--- src/rtl/alu_arbiter.sv ---
// Two requesters share one ALU through an IDLE -> EXEC -> RESP handshake.
// Define ALU_ARB_RR_EN for round-robin arbitration; default build uses fixed priority (req0).
module alu_arbiter (
    input  logic        clk,
    input  logic        rst,
    input  logic        req0,
    input  logic [1:0]  op0,
    input  logic [31:0] a0,
    input  logic [31:0] b0,
    input  logic        req1,
    input  logic [1:0]  op1,
    input  logic [31:0] a1,
    input  logic [31:0] b1,
    output logic        gnt0,
    output logic        gnt1,
    output logic        rsp_valid,
    output logic        rsp_id,
    output logic [31:0] rsp_data,
    input  logic        rsp_ready
);
    localparam logic [1:0] ALU_ADD = 2'd0;
    localparam logic [1:0] ALU_SUB = 2'd1;
    localparam logic [1:0] ALU_OP1 = 2'd2;
    localparam logic [1:0] ALU_OP2 = 2'd3;

    typedef enum logic [1:0] {StIdle, StExec, StResp} state_e;

    state_e      state_q, state_d;
    logic [1:0]  op_q, op_d;
    logic [31:0] a_q, a_d, b_q, b_d;
    logic        id_q, id_d;
    logic        rsp_id_q, rsp_id_d;
    logic [31:0] rsp_data_q, rsp_data_d;
    logic        grant;
    logic        win_id;
    logic [31:0] alu_res;

    assign grant = (state_q == StIdle) & ~rst & (req0 | req1);

`ifdef ALU_ARB_RR_EN
    // ptr_q holds the last granted id; on contention the other requester wins.
    logic ptr_q, ptr_d;

    always_comb begin
        win_id = req1 & (~req0 | ~ptr_q);
        ptr_d  = ptr_q;
        if (grant) begin
            ptr_d = win_id;
        end
    end

    always_ff @(posedge clk) begin
        if (rst) begin
            ptr_q <= 1'b1;
        end else begin
            ptr_q <= ptr_d;
        end
    end
`else
    always_comb begin
        win_id = ~req0;
    end
`endif

    assign gnt0      = grant & ~win_id;
    assign gnt1      = grant & win_id;
    assign rsp_valid = (state_q == StResp);
    assign rsp_id    = rsp_id_q;
    assign rsp_data  = rsp_data_q;

    always_comb begin
        unique case (op_q)
            ALU_ADD: alu_res = a_q + b_q;
            ALU_SUB: alu_res = a_q - b_q;
            ALU_OP1: alu_res = a_q;
            ALU_OP2: alu_res = b_q;
        endcase
    end

    always_comb begin
        state_d    = state_q;
        op_d       = op_q;
        a_d        = a_q;
        b_d        = b_q;
        id_d       = id_q;
        rsp_id_d   = rsp_id_q;
        rsp_data_d = rsp_data_q;
        unique case (state_q)
            StIdle: begin
                if (grant) begin
                    op_d    = win_id ? op1 : op0;
                    a_d     = win_id ? a1 : a0;
                    b_d     = win_id ? b1 : b0;
                    id_d    = win_id;
                    state_d = StExec;
                end
            end
            StExec: begin
                rsp_data_d = alu_res;
                rsp_id_d   = id_q;
                state_d    = StResp;
            end
            StResp: begin
                if (rsp_ready) begin
                    state_d = StIdle;
                end
            end
            default: state_d = StIdle;
        endcase
    end

    always_ff @(posedge clk) begin
        if (rst) begin
            state_q    <= StIdle;
            op_q       <= 2'd0;
            a_q        <= 32'd0;
            b_q        <= 32'd0;
            id_q       <= 1'b0;
            rsp_id_q   <= 1'b0;
            rsp_data_q <= 32'd0;
        end else begin
            state_q    <= state_d;
            op_q       <= op_d;
            a_q        <= a_d;
            b_q        <= b_d;
            id_q       <= id_d;
            rsp_id_q   <= rsp_id_d;
            rsp_data_q <= rsp_data_d;
        end
    end
endmodule

--- config.mk ---
export PLATFORM = sky130hd
export DESIGN_NAME = alu_arbiter
export DESIGN_NICKNAME = d
export VERILOG_FILES = /design/src/rtl/alu_arbiter.sv
export SDC_FILE = /design/constraint.sdc
export NUM_CORES = 1
export LEC_CHECK = 0
export BUFFER_PORTS_ARGS = -buffer_cell sky130_fd_sc_hd__buf_2
export CAP_MARGIN = 20
export CORE_MARGIN = 10
export CORE_UTILIZATION = 50
export CTS_CLUSTER_SIZE = 14
export DETAILED_ROUTE_END_ITERATION = 10
export GPL_TIMING_DRIVEN = 0
export HOLD_SLACK_MARGIN = 0.06
export PLACE_DENSITY = 0.75
export SLEW_MARGIN = 20
export SYNTH_ARGS = -nofsm -noshare
export SYNTH_HDL_FRONTEND = slang
export SYNTH_SLANG_ARGS = --single-unit
--- constraint.sdc ---
create_clock -name clk -period 10.55 [get_ports clk]
set_input_delay 1.5825 -clock clk [delete_from_list [all_inputs] [get_ports clk]]
set_output_delay 1.5825 -clock clk [all_outputs]
set_load 0.03 [all_outputs]
==> results.rst <==
.. list-table::
   :header-rows: 1

   * - Metric
     - Value
   * - Outcome
     - finished clean
   * - Post-route clock period utilization
     - 0.449
   * - Post-placement worst setup slack
     - between 5 and 6 ns
   * - Total Neg Setup Slack
     - 0 ns
   * - Compound-Gate Fraction of Synth Area
     - 0.306
   * - Main combinational cell family by area after synthesis
     - compound AO/OA/AOI/OAI gates
   * - Cts bufs inserted
     - 9
   * - Sw power
     - roughly 0.00056 W
   * - Area share of fa/ha/maj cells after synthesis
     - 0.0593
   * - Power share of the sequential group
     - 0.336
   * - Setup ws final
     - 5.82 ns
   * - Y dimension of the die
     - 139 microns
   * - Detailed-router iteration count before antenna repair
     - 8
   * - Proportion of synthesized flip-flops having asynchronous set or reset
     - 0
   * - Uppermost layer routed
     - met4
   * - Total setup buffers inserted after CTS
     - 0
   * - Peak clock frequency supported by timing
     - between 200 and 250 MHz
   * - Standby leakage power
     - between 3 and 4 nW
   * - Highest-count cells in the layout ignoring fill and taps
     - sky130_fd_sc_hd__nor2_1, sky130_fd_sc_hd__buf_2, sky130_fd_sc_hd__dfxtp_1
   * - Root cell of the clock tree
     - sky130_fd_sc_hd__clkbuf_16
   * - Core region area
     - about 0.014 sq mm
   * - XOR/XNOR share of the synthesized area
     - 0.0679
   * - Final core occ
     - 0.609
   * - Post-cts sizing count
     - 0
   * - Number of vias after detailed routing
     - 7686
   * - Half-perimeter wire length after placement
     - 20100 microns
   * - Yosys synthesis warning count
     - 0
   * - Part of the Yosys area used for sequential elements
     - 0.288
   * - Worst setup path class
     - reg2reg
   * - Sw Share
     - 0.401
   * - Data required time of the worst path
     - 10.86 ns
   * - Fin. max-slew vios
     - 0
   * - Pin count of the biggest net entering global routing
     - 20
   * - Library cells used by synthesis
     - 62
   * - Number of top-level design ports
     - 173
   * - Syn nets
     - 1095
   * - Max cap viols
     - 0
   * - Synthesis-to-layout area growth
     - 19.3%
   * - Placer Congestion
     - 0.945
   * - Transition time at the pin with the least slew margin
     - 0.761 ns
   * - RSZ-0062 raised after global routing
     - no
   * - Relative slew margins
     - 0.493
   * - M1 wire length
     - about 11000 microns
   * - Die Outline Area
     - 0.0193 sq mm
   * - Initial drt markers
     - slightly above 700
   * - Multiplexer share of the synthesized area
     - 0.0492
   * - VDD IR max
     - 0.000109 V
   * - Post-Route Hold Slack
     - 0.453 ns
   * - Gate count of the mapped netlist
     - 925
   * - Gr usage total
     - 0.241
   * - Avg WL per Cell
     - 19.1 microns
   * - Hold buffers post-CTS
     - 0
   * - Number of levels the H-tree was split into
     - 3
   * - Total of endpoints with negative setup slack in the final report
     - 0
   * - CP arrival
     - between 5 and 6 ns
   * - TritonCTS clock tree
     - done
   * - Met3 wire len
     - 2390 microns
   * - Most common library cell in the layout ignoring fill and taps
     - sky130_fd_sc_hd__nor2_1
   * - Simple-Gate Fraction of Synth Area
     - 0.182
   * - Flop-to-flop setup slack
     - 5.82 ns
   * - Final Hold Vio Count
     - 0
   * - DRC
     - 0
   * - WL final
     - 24700 microns
   * - Final design area excluding fillers
     - 0.00846 sq mm
   * - Total power divided by cell area
     - ~160 mW/mm^2
   * - Part of the total power dissipated in the clock network
     - 0.237
   * - Initial antenna violation count
     - 0
   * - Clock input transition at the sequential cells of the worst setup and hold paths
     - 0.08 ns
   * - Synthesized area per cell
     - 7.67 sq um
   * - Portion of total power attributed to combinational logic
     - 0.427
   * - TritonCTS sink count
     - 102
   * - Nature of the critical path startpoint
     - flip-flop
   * - Insertion delay of the later-clocked pin in the worst-skew pair
     - between 0.3 and 0.4 ns
   * - Main synth FF type
     - sky130_fd_sc_hd__dfxtp_1
   * - Overflow left after global routing
     - 0
   * - Metal2 WL
     - between 10000 and 15000 microns
   * - CTS max path bufs
     - 2
   * - Final antenna-violating net count
     - 0
   * - Starting density of the core
     - 0.511
   * - Wire length of the first global-routing pass
     - between 30000 and 40000 microns
   * - Area of the mapped netlist
     - 0.00709 sq mm
   * - Filler cell count
     - approximately 1400
   * - Number of enable flip-flop cells after synthesis
     - 0
   * - Vias in the first global route
     - about 7400
   * - Die outline width
     - between 100 and 150 microns
   * - Type of the most critical hold path
     - reg2reg
   * - Internal power
     - 0.000836 W
   * - Number of diodes added for antenna fixing
     - 0
   * - #FFs+latches synth
     - 102
   * - Crit end category
     - flip-flop
   * - Shortest clock period the worst path allows after layout
     - 4.73 ns
   * - Area of placed instances
     - 0.00817 sq mm
   * - Input/output buffers
     - 170
   * - Placement row count
     - 43
   * - Ratio of cells with drive above 1 in the final layout
     - 0.181
   * - Detailed-route vias per instance
     - just under 6
   * - Clock Skew
     - 0.00873 ns
   * - Net count, final
     - around 1300
   * - Maximum fanout encountered on the critical timing path
     - 10
==> cell families after synthesis <==
family / count (synthesis)
AO/OA/AOI/OAI: 314
XOR/XNOR: 55
adder cells (fa/ha/maj): 33
buffers and inverters: 88
flip-flops: 102
multiplexers: 34
AND/OR/NAND/NOR: 299
==> power by group through the flow <==
stage,Clock [W],Combinational (W),Sequential (W)
floorplan,0,0.000407,0.000494
global placement,0,0.000575,0.000475
detailed placement,0,0.000581,0.000476
CTS,0.000330,0.000587,0.000468
global route,0.000344,0.000655,0.000474
finish,0.000330,0.000596,0.000469
==> state kept, by name (all words and copies together) (netlist names) <==
name,count
id_q,1
a_q,32
op_q,2
rsp_id,1
state_q,2
b_q,32
rsp_data,32
==> path summary, 6_finish.rpt <==
| kind | to | startpoint | cells after the start |
|---|---|---|---|
| max reg2reg | rsp_data[29] | op_q[0] | 16 |
| max | rsp_data[29] | op_q[0] | 16 |
| min reg2reg | rsp_data[13] | rsp_data[13] | 2 |
| min | rsp_data[13] | rsp_data[13] | 2 |
==> stage by stage <==
step | power [W] | std cells
4_1_cts | 0.00138 | 1291
6_report | 0.00140 | 1291
3_3_place_gp | 0.00105 | 1275
2_1_floorplan | 0.000901 | 925
5_1_grt | 0.00147 | 1291
3_5_place_dp | 0.00106 | 1275
==> Yosys cell counts (3+ instances only) <==
cell / instances / share of area
sky130_fd_sc_hd__ha_1: 32 / 0.056
sky130_fd_sc_hd__o31ai_1: 5 / 0.0053
sky130_fd_sc_hd__a211oi_1: 11 / 0.012
sky130_fd_sc_hd__nor2b_1: 7 / 0.0062
sky130_fd_sc_hd__and4_1: 3 / 0.0037
sky130_fd_sc_hd__a31oi_1: 5 / 0.0044
sky130_fd_sc_hd__nand3_1: 6 / 0.0042
sky130_fd_sc_hd__mux2_2: 7 / 0.011
sky130_fd_sc_hd__o211ai_1: 14 / 0.015
sky130_fd_sc_hd__or3_1: 7 / 0.0062
sky130_fd_sc_hd__dfxtp_1: 102 / 0.29
sky130_fd_sc_hd__or4_4: 4 / 0.0064
sky130_fd_sc_hd__a21boi_0: 3 / 0.0032
sky130_fd_sc_hd__xor2_1: 20 / 0.025
sky130_fd_sc_hd__a2111oi_0: 3 / 0.0037
sky130_fd_sc_hd__o21ai_0: 31 / 0.022
sky130_fd_sc_hd__mux2i_1: 27 / 0.038
sky130_fd_sc_hd__nand4_1: 3 / 0.0026
sky130_fd_sc_hd__nor4_1: 4 / 0.0035
sky130_fd_sc_hd__a2bb2oi_1: 65 / 0.080
sky130_fd_sc_hd__a21o_1: 13 / 0.014
sky130_fd_sc_hd__nand2_1: 56 / 0.030
sky130_fd_sc_hd__o22ai_1: 67 / 0.059
sky130_fd_sc_hd__o41ai_1: 3 / 0.0037
sky130_fd_sc_hd__o21ai_1: 3 / 0.0021
sky130_fd_sc_hd__nand2b_1: 6 / 0.0053
sky130_fd_sc_hd__and3_1: 6 / 0.0053
sky130_fd_sc_hd__xnor2_1: 35 / 0.043
sky130_fd_sc_hd__nor2_1: 180 / 0.095
sky130_fd_sc_hd__inv_1: 16 / 0.0085
sky130_fd_sc_hd__nor3_1: 12 / 0.0085
sky130_fd_sc_hd__a21oi_1: 65 / 0.046
sky130_fd_sc_hd__buf_1: 17 / 0.0090
sky130_fd_sc_hd__clkbuf_1: 52 / 0.028
==> cell type report <==
type	count	area [sq um]	area share
buffer	71	275	0.0325
multi-input combinational	735	4710	0.557
inverter	17	63.8	0.00754
sequential	102	2040	0.241
tap	180	225	0.0266
clock inverter	7	66.3	0.00784
clock buffer	9	225	0.0266
timing repair buffer	170	851	0.101
==> worst max-delay path: stages, from the launching register on <==
cell and delay [ns]:
sky130_fd_sc_hd__dfxtp_1 0.31, sky130_fd_sc_hd__clkbuf_1 0.43, sky130_fd_sc_hd__nor2b_1 0.19, sky130_fd_sc_hd__clkbuf_1 0.34, sky130_fd_sc_hd__clkbuf_1 0.47, sky130_fd_sc_hd__nor2_1 0.14, sky130_fd_sc_hd__xnor2_1 0.20, sky130_fd_sc_hd__ha_1 0.26
sky130_fd_sc_hd__clkbuf_1 0.19, sky130_fd_sc_hd__a21oi_1 0.22, sky130_fd_sc_hd__o311ai_0 0.18, sky130_fd_sc_hd__a21boi_0 0.28, sky130_fd_sc_hd__o2111ai_1 0.23, sky130_fd_sc_hd__a21oi_1 0.33, sky130_fd_sc_hd__o21ai_1 0.21, sky130_fd_sc_hd__a2111oi_0 0.51
sky130_fd_sc_hd__o31a_1 0.19
==> metal layers <==
metal,global-route usage,vias to the layer above
li1,-,3754
met1,0.316,3475
met2,0.377,414
met3,0.0521,43
met4,0.0884,0
met5,0,-
Note: power is estimated with default switching activity, not from simulation.
